File: src/rtl/wb_irq_ctrl_n.sv
// wb_irq_ctrl_n: interrupt controller for NUM_SRC device lines with a Wishbone
// register slave (PENDING / MASK / MODE / STATUS+EOI).
//
// Ports:
//   clk_i, rst_i          clock, asynchronous active-low reset
//   dat_i, adr_i, we_i,   Wishbone slave inputs (adr_i[3:2] selects the register)
//   stb_i
//   dat_o, ack_o          Wishbone read data and one-cycle acknowledge
//   intrrupt_en           CPU global interrupt enable
//   m0_irq_o, m0_iack_i   request to / level acknowledge from the CPU
//   gnt_o, irq_id_o       one-hot grant and index of the granted source
//   irq_i                 asynchronous device interrupt lines
//   iack_o                one-hot single-cycle device acknowledge
//
// Build option: define IRQ_ROUND_ROBIN_EN for rotating priority; the default
// build arbitrates with fixed priority (lowest index wins).
module wb_irq_ctrl_n #(
    parameter int unsigned NUM_SRC = 8,
    parameter int unsigned ID_W    = 3
) (
    input  logic               clk_i,
    input  logic               rst_i,
    input  logic [31:0]        dat_i,
    input  logic [31:0]        adr_i,
    input  logic               we_i,
    input  logic               stb_i,
    output logic [31:0]        dat_o,
    output logic               ack_o,
    input  logic               intrrupt_en,
    output logic               m0_irq_o,
    input  logic               m0_iack_i,
    output logic [NUM_SRC-1:0] gnt_o,
    output logic [ID_W-1:0]    irq_id_o,
    input  logic [NUM_SRC-1:0] irq_i,
    output logic [NUM_SRC-1:0] iack_o
);

    typedef enum logic [1:0] {IDLE, REQ, ACK, SVC} state_t;
    state_t state;

    logic [NUM_SRC-1:0] sync1, sync2, prev, rise;
    logic [NUM_SRC-1:0] pend_reg, pend_nxt, pending;
    logic [NUM_SRC-1:0] mask, mode, in_service, eligible;
    logic               bus_cyc, wr, eoi, busy;
    logic [1:0]         reg_sel;
    logic [31:0]        rd_data;
    logic [ID_W-1:0]    win_id;
    logic               unused_bits;

    // Only adr_i[3:2] and the low NUM_SRC data bits are meaningful.
    assign unused_bits = ^{adr_i[31:4], adr_i[1:0], dat_i};

    assign bus_cyc  = stb_i & ~ack_o;
    assign wr       = bus_cyc & we_i;
    assign reg_sel  = adr_i[3:2];
    assign eoi      = wr && (reg_sel == 2'd3);
    assign busy     = (state == SVC);
    assign rise     = sync2 & ~prev;
    assign pending  = (pend_reg & mode) | (sync2 & ~mode);
    assign eligible = pending & mask & ~in_service;

    // Two-flop synchroniser plus edge-detect history.
    always_ff @(posedge clk_i or negedge rst_i) begin
        if (!rst_i) begin
            sync1 <= '0;
            sync2 <= '0;
            prev  <= '0;
        end else begin
            sync1 <= irq_i;
            sync2 <= sync1;
            prev  <= sync2;
        end
    end

    // Edge-mode latch: W1C and ACK clear, a fresh edge in the same cycle wins.
    always_comb begin
        pend_nxt = pend_reg;
        if (wr && reg_sel == 2'd0) begin
            pend_nxt = pend_nxt & ~dat_i[NUM_SRC-1:0];
        end
        if (state == ACK) begin
            pend_nxt = pend_nxt & ~gnt_o;
        end
        pend_nxt = (pend_nxt | rise) & mode;
    end

    // Register read mux.
    always_comb begin
        case (reg_sel)
            2'd0:    rd_data = 32'(pending);
            2'd1:    rd_data = 32'(mask);
            2'd2:    rd_data = 32'(mode);
            default: rd_data = {busy, 31'(irq_id_o)};
        endcase
    end

    // Wishbone slave and configuration registers.
    always_ff @(posedge clk_i or negedge rst_i) begin
        if (!rst_i) begin
            ack_o    <= 1'b0;
            dat_o    <= '0;
            mask     <= '0;
            mode     <= '0;
            pend_reg <= '0;
        end else begin
            ack_o    <= bus_cyc;
            dat_o    <= bus_cyc ? rd_data : 32'd0;
            pend_reg <= pend_nxt;
            if (wr && reg_sel == 2'd1) begin
                mask <= dat_i[NUM_SRC-1:0];
            end
            if (wr && reg_sel == 2'd2) begin
                mode <= dat_i[NUM_SRC-1:0];
            end
        end
    end

`ifdef IRQ_ROUND_ROBIN_EN
    logic [ID_W-1:0]    ptr;
    logic [NUM_SRC-1:0] rot;
    int unsigned        off, sum;

    // Rotate so the search starts at ptr, then map the offset back to an index.
    always_comb begin
        rot = NUM_SRC'({eligible, eligible} >> ptr);
        off = 0;
        for (int unsigned i = NUM_SRC; i > 0; i--) begin
            if (rot[i-1]) begin
                off = i - 1;
            end
        end
        sum = 32'(ptr) + off;
        if (sum >= NUM_SRC) begin
            sum = sum - NUM_SRC;
        end
        win_id = ID_W'(sum);
    end

    // Pointer moves past the source that was just acknowledged.
    always_ff @(posedge clk_i or negedge rst_i) begin
        if (!rst_i) begin
            ptr <= '0;
        end else if (state == ACK) begin
            ptr <= (32'(irq_id_o) + 32'd1 >= NUM_SRC) ? '0 : irq_id_o + 1'b1;
        end
    end
`else
    // Fixed priority: lowest eligible index.
    always_comb begin
        win_id = '0;
        for (int unsigned i = NUM_SRC; i > 0; i--) begin
            if (eligible[i-1]) begin
                win_id = ID_W'(i - 1);
            end
        end
    end
`endif

    // Request / acknowledge / service sequencing with registered outputs.
    always_ff @(posedge clk_i or negedge rst_i) begin
        if (!rst_i) begin
            state      <= IDLE;
            m0_irq_o   <= 1'b0;
            gnt_o      <= '0;
            irq_id_o   <= '0;
            iack_o     <= '0;
            in_service <= '0;
        end else begin
            iack_o <= '0;
            case (state)
                IDLE: begin
                    if (intrrupt_en && (eligible != '0)) begin
                        gnt_o    <= NUM_SRC'(1) << win_id;
                        irq_id_o <= win_id;
                        m0_irq_o <= 1'b1;
                        state    <= REQ;
                    end
                end
                REQ: begin
                    if (!intrrupt_en) begin
                        m0_irq_o <= 1'b0;
                        gnt_o    <= '0;
                        irq_id_o <= '0;
                        state    <= IDLE;
                    end else if (m0_iack_i) begin
                        m0_irq_o <= 1'b0;
                        iack_o   <= gnt_o;
                        state    <= ACK;
                    end
                end
                ACK: begin
                    in_service <= gnt_o;
                    state      <= SVC;
                end
                SVC: begin
                    if (eoi) begin
                        in_service <= '0;
                        gnt_o      <= '0;
                        irq_id_o   <= '0;
                        state      <= IDLE;
                    end
                end
                default: state <= IDLE;
            endcase
        end
    end

endmodule

File: config.mk
export PLATFORM = sky130hd
export DESIGN_NAME = wb_irq_ctrl_n
export DESIGN_NICKNAME = d
export VERILOG_FILES = /design/src/rtl/wb_irq_ctrl_n.sv
export SDC_FILE = /design/constraint.sdc
export NUM_CORES = 1
export LEC_CHECK = 0
export ABC_AREA = 0
export BUFFER_PORTS_ARGS = -buffer_cell sky130_fd_sc_hd__buf_2
export CAP_MARGIN = 40
export CORE_UTILIZATION = 45
export DETAILED_ROUTE_END_ITERATION = 16
export GPL_TIMING_DRIVEN = 0
export PLACE_DENSITY = 0.76
export SETUP_SLACK_MARGIN = 0.1
export SLEW_MARGIN = 15
export SYNTH_ARGS = -nofsm -noshare
export SYNTH_HDL_FRONTEND = slang
export SYNTH_SLANG_ARGS = --single-unit
File: constraint.sdc
create_clock -name clk_i -period 1.65 [get_ports clk_i]
set_input_delay 0.165 -clock clk_i [delete_from_list [all_inputs] [get_ports clk_i]]
set_output_delay 0.165 -clock clk_i [all_outputs]
set_load 0.02 [all_outputs]
== Word-level counts from Yosys, hierarchy flattened ==
Index checks and enable logic that the tools add are counted.
Storage, ports and cells
  flip-flop bits (word level): 111
  input port bits: 78
  output and inout bits: 53
  word-level logic and storage cells: 91
Cells by class
  eq/ne operators: 10
  shift operators: 1
  muxes and demuxes: 33
  bitwise logic cells: 18
  reductions and logical operators: 15
Operators with widths (count)
  case mux 32 bit (3 select lines): 1
  bitwise AND 8 bit: 8
  2-to-1 mux 8 bit: 8
  inverter 8 bit: 5
  2-to-1 mux 3 bit: 11
  2-to-1 mux 32 bit: 1
  case mux 8 bit (3 select lines): 1
  bitwise OR 8 bit: 2
  case mux 8 bit (2 select lines): 1
  case mux 3 bit (3 select lines): 1
  == test 2 bit, second input constant: 4
  2-to-1 mux 2 bit: 4
  case mux 2 bit (4 select lines): 1
  nonzero test 8 bit: 1
  left shift 1 x 3 -> 8 bit, first input constant: 1
  != test 2 bit, second input constant: 3
  AND reduction 3 bit: 2
  logical AND 1 bit: 5
  == test 2 x 1 -> 1 bit, second input constant: 2
  zero test 2 bit: 2
  AND reduction 4 bit: 1
  nonzero test 2 bit: 2
  2-to-1 mux 1 bit: 3
  != test 3 bit, second input constant: 1
  5 further kinds: 6

== Longest topological paths before layout ==
  depth after elaboration: 16
  gate-level depth with buffers: 6

== Least setup slack after synthesis ==
OpenSTA, ideal clock, no wires.
  kind: register to register
  start point: reg mode[3]
  end point: reg gnt_o[5]
  library setup time: 68 ps
  arrival: 1708 ps
  setup slack: -125 ps
  stages on the path, launching flop included: 7
  path buffers: 1
  period minus slack after synthesis: 1775 ps
  cell sequence: dfrtp_1 mux2_4 a222oi_1 nand4b_1 a21oi_2 buf_6 a32o_1
Between the ends
  word-level cells in the longest chain between the ends: 12
  elaborated cells between the ends (all ways): 17
  classes of those cells: 1 x eq/ne; 1 x shift; 6 x mux; 6 x bitwise; 3 x reduce/logical
Ends and longest elaborated chain
  start: declaration: RTL line 43  | logic [NUM_SRC-1:0] mask, mode, in_service, eligible;
  start signal: assignment: RTL line 113  | mode <= dat_i[NUM_SRC-1:0];
  inverter 8 bit: RTL line 59  | assign pending = (pend_reg & mode) | (sync2 & ~mode);
  bitwise AND 8 bit: RTL line 59
  bitwise OR 8 bit (*): RTL line 59
  bitwise AND 8 bit (*) (2 in series): RTL line 60  | assign eligible = pending & mask & ~in_service;
  2-to-1 mux 3 bit (4 in series): RTL line 152  | if (eligible[i-1]) begin
  left shift 1 x 3 -> 8 bit: RTL line 173  | gnt_o <= NUM_SRC'(1) << win_id;
  2-to-1 mux 8 bit: RTL line 172  | if (intrrupt_en && (eligible != '0)) begin
  case mux 8 bit (3 select lines): RTL line 170  | case (state)
  end signal: assignment: RTL line 173
  end: declaration: RTL line 32  | output logic [NUM_SRC-1:0] gnt_o,
Mark *: on every way between the ends. The rest lies on a longest branch, timed or not. The select of a mux whose other input is x is not followed.
A chain may end at the register's enable or synchronous reset.

== Worst setup path after layout ==
  start point: reg mode[3]
  end point: reg gnt_o[7]
The elaborated chain is that of the path after synthesis.

==> results.py <==
metrics = {
    "yosys": {
        "ys_seq_elements": 88,
        "synth_xor_area_share_pct": 0,
        "syn_area_um2": 3730,
        "yosysWarnings": 0,
        "yosys-mux-area-fraction_pct": 7.749,
        "syn_inst": 331,
        "synth_fa_ha_area_share_pct": 0,
        "yosys.area_share.simple_pct": 14.79,
        "yosysUniqueCellTypes": 41,
        "syn_area_per_cell_um2": 11.27,
        "seq_area_frac_synth_pct": 59.04,
        "synth_compound_area_share_pct": 12.34,
        "synth_top_family_by_area": "simple AND/OR/NAND/NOR gates",
    },
    "detailed_routing": {
        "ant_nets": 0,
        "drt-vias-per-instance": 5.037,
        "dr.first_iter.drc_count": 210,
        "drt-pass1-iter-count": 4,
        "num_vias": 2730,
        "post_drt_wl_per_cell_um": 14.92,
        "wirelength_um": 8087,
        "drc": 0,
    },
    "timing": {
        "clock_skew_ns": 0.01175,
        "slew_headroom_pct": 57.71,
        "fin_crit_ns": 1.885,
        "worstMarginPinSlew_ns": 0.6343,
        "hold_violations": 0,
        "setup_viol": 13,
        "fmaxAchievable_mhz": 530.5,
        "holdWs_ns": 0.06097,
        "drv_slew": 0,
        "period_share_pct": 114.2,
        "layout_setup_ws_ns": -0.2351,
        "rsz0062_at_grt": "yes",
    },
    "clock_network": {
        "clock_path_buffers": 2,
        "numCtsBuffers": 9,
        "numClockSinks": 88,
        "clkSlewWorstSetupHoldPaths_ns": 0.09,
        "cts_tree": "yes",
        "clkLatencyLatePin_ns": 0.35,
        "clock-root-buffer": "clkbuf_8",
        "htreeDepth": 3,
    },
    "global_route": {
        "grtUsageMet2_pct": 31.68,
        "grt_first_pass_wirelength_um": 13180,
        "antenna_found_initial": 0,
        "busiest_layer": "met2",
        "use_met1_pct": 27.36,
        "use_met3_pct": 4.146,
        "grt_max_degree": 55,
        "grt_pass1_vias": 2687,
        "grt_usage_pct": 20.31,
        "overflow": 0,
    },
    "worst_hold_path": {
        "holdCritStartpoint": "dat_i[4]",
        "hold_class": "in2reg",
    },
    "pwr": {
        "p_total_w": 0.005955,
        "power_switching_w": 0.001938,
        "ir_worst_vdd_uv": 489.2,
        "p_sw_share_pct": 32.54,
        "pwr-share-seq_pct": 46.7,
        "intPower_w": 0.004017,
        "p_comb_share_pct": 27.9,
        "clkPwrFrac_pct": 25.4,
        "cellLeakagePower_nw": 2.378,
        "power_density_nw_per_um2": 1263,
    },
    "worst_setup_path": {
        "rr_worst_depth": 6,
        "r2r-end": "gnt_o[7]",
        "path_class": "reg2reg",
        "end_kind": "flip-flop",
        "cp.required_ns": 1.95,
        "reg2reg_setup_slack_ns": -0.24,
        "path_max_fanout": 5,
        "cp-startpoint": "mode[3]",
        "startpoint_type": "flip-flop",
        "regToRegStartpoint": "mode[3]",
        "cp-endpoint": "gnt_o[7]",
        "worstPathArrival_ns": 2.18,
    },
    "floorplan": {
        "pin_count": 131,
        "initial_core_util_pct": 47.29,
        "fp-row-count": 32,
        "die_h_um": 93.04,
        "die_x_um": 93.04,
        "die_area_um2": 8656,
        "core_um2": 7888,
    },
    "placed_design": {
        "dpl.hpwl_um": 5475,
        "place_congestion": 0.8010,
        "io_buffers": 53,
    },
    "run_status": {
        "outcome": "finished with violations",
        "violations": "setup timing",
    },
    "final_layout": {
        "drive_above_1_share_pct": 34.09,
        "largest_register": "dat_o",
        "largest_register_ffs": 9,
        "diodes": 0,
        "nets": 513,
        "fillers": 655,
        "syn2layout_area_growth_pct": 26.37,
    },
    "run": {
        "max_cap_violations": 0,
    },
}
==> synthesized netlist by cell type <==
cell type	number	share of area [%]
buf_4	23	4.6
nor2b_1	11	1.8
o21a_1	9	1.8
and2_2	1	0.20
a2bb2oi_1	2	0.47
a32o_1	4	1.1
dfrtp_1	88	59
nand2b_1	6	1.0
o31ai_1	1	0.20
a21boi_0	1	0.20
o32ai_1	1	0.23
conb_1	1	0.10
and3_1	1	0.17
a21oi_2	1	0.23
inv_1	4	0.40
or2b_2	2	0.47
and4_1	1	0.23
a211oi_1	4	0.81
and2_1	8	1.3
a21o_2	1	0.23
o21ai_0	14	1.9
nor3_1	3	0.40
a22o_2	1	0.27
and2b_1	2	0.40
a21oi_1	20	2.7
buf_6	1	0.30
nand2_1	54	5.4
clkbuf_1	5	0.50
o211a_1	1	0.27
mux2_2	19	5.7
mux2_4	1	0.40
a222oi_1	1	0.27
nand3_1	1	0.13
a2111o_1	1	0.30
buf_2	1	0.13
nor3b_1	2	0.40
mux2i_1	6	1.6
and2b_2	3	0.70
nor2_1	18	1.8
nand4b_1	1	0.23
o2bb2ai_1	6	1.4
==> worst min path at each step <==
stage | end | cells after the start | slack (ns)
floorplan | asynchronous set/reset pin | 0 | -0.13
global placement | sync1[6] | 1 | 0.27
detailed placement | sync1[6] | 1 | 0.15
CTS | mask[4] | 3 | 0.06
global route | state[0] | 3 | 0.07
finish | mask[4] | 3 | 0.06
==> routing by layer <==
layer	part of all wire (%)	up-vias
met2	49	99
met3	7.4	9
li1	-	1299
met1	43	1323
met5	0	-
met4	1.2	0
==> worst max-delay path, stage by stage, from the launching register on <==
cell      delay (ns)
dfrtp_1         0.41
mux2_4          0.31
a222oi_1        0.37
nand4b_1        0.20
a21oi_2         0.24
buf_4           0.18
a32o_1          0.13
==> final cells by class <==
class	count	area [um^2]	area share, %
plain buffers	30	212.7	4.513
clock buffers	13	158.9	3.371
inverters	4	15.01	0.3186
repair buffers	71	457.9	9.716
clock inverters	3	40.04	0.8495
well taps	102	127.6	2.708
flip-flops and latches	88	2202	46.72
multi-input cells	231	1499	31.80
==> power groups by stage <==
| stage | combinational (W) | clock, W | sequential, W |
|---|---|---|---|
| final | 0.00166 | 0.00151 | 0.00278 |
| after global routing | 0.00183 | 0.00164 | 0.00283 |
| after CTS | 0.00155 | 0.00153 | 0.00277 |
| after detailed placement | 0.00141 | 0 | 0.00282 |
| after global placement | 0.00137 | 0 | 0.00280 |
| after floorplan | 0.000904 | 0 | 0.00285 |
==> through the flow <==
stage	TNS [ns]	cells	setup slack, ns	area [um^2]	util [%]
2_1_floorplan	-1.197	353	-0.1190	3817	-
3_3_place_gp	-34.27	508	-0.3295	4210	53.38
3_5_place_dp	-8.973	509	-0.3415	4240	53.76
4_1_cts	-2.058	541	-0.1889	4644	58.88
5_1_grt	-3.473	542	-0.3180	4713	59.76
6_report	-2.462	542	-0.2351	4713	59.76
==> cell families (layout without fill, tap and decap cells) <==
kind of cell    after synthesis  in the layout
other cells                   1             23
compound gates               68             68
simple gates                114            114
mux                          26             26
flops                        88             88
buf+inv                      34            121
==> repair_timing <==
action / CTS / global route
hold endpoints to repair: 42 / 0
endpoints found under the setup margin: 44 / 53
setup buffers: 7 / 0
gates cloned: 0 / 1
pin swaps: 4 / 3
hold buffers: 9 / 0
resized for setup: 12 / 20
==> layout by cell type (no fill, tap or decap), types with 3 or more instances in the layout <==
master         count
a21oi_1           19
o2bb2ai_2          3
clkbuf_1           5
mux2i_1            6
nor2_1            16
nand2_1           51
a32o_1             4
nand2b_1           5
o21ai_0           13
conb_1            23
and2_1             8
inv_1              3
clkbuf_8          11
a211oi_1           4
dlygate4sd3_1      9
nor2b_1           10
and2b_2            3
o2bb2ai_1          3
mux2_2            18
buf_2             53
dfrtp_1           88
buf_4             32
o21a_1             9
No activity file was read; power rests on OpenSTA's default activity.
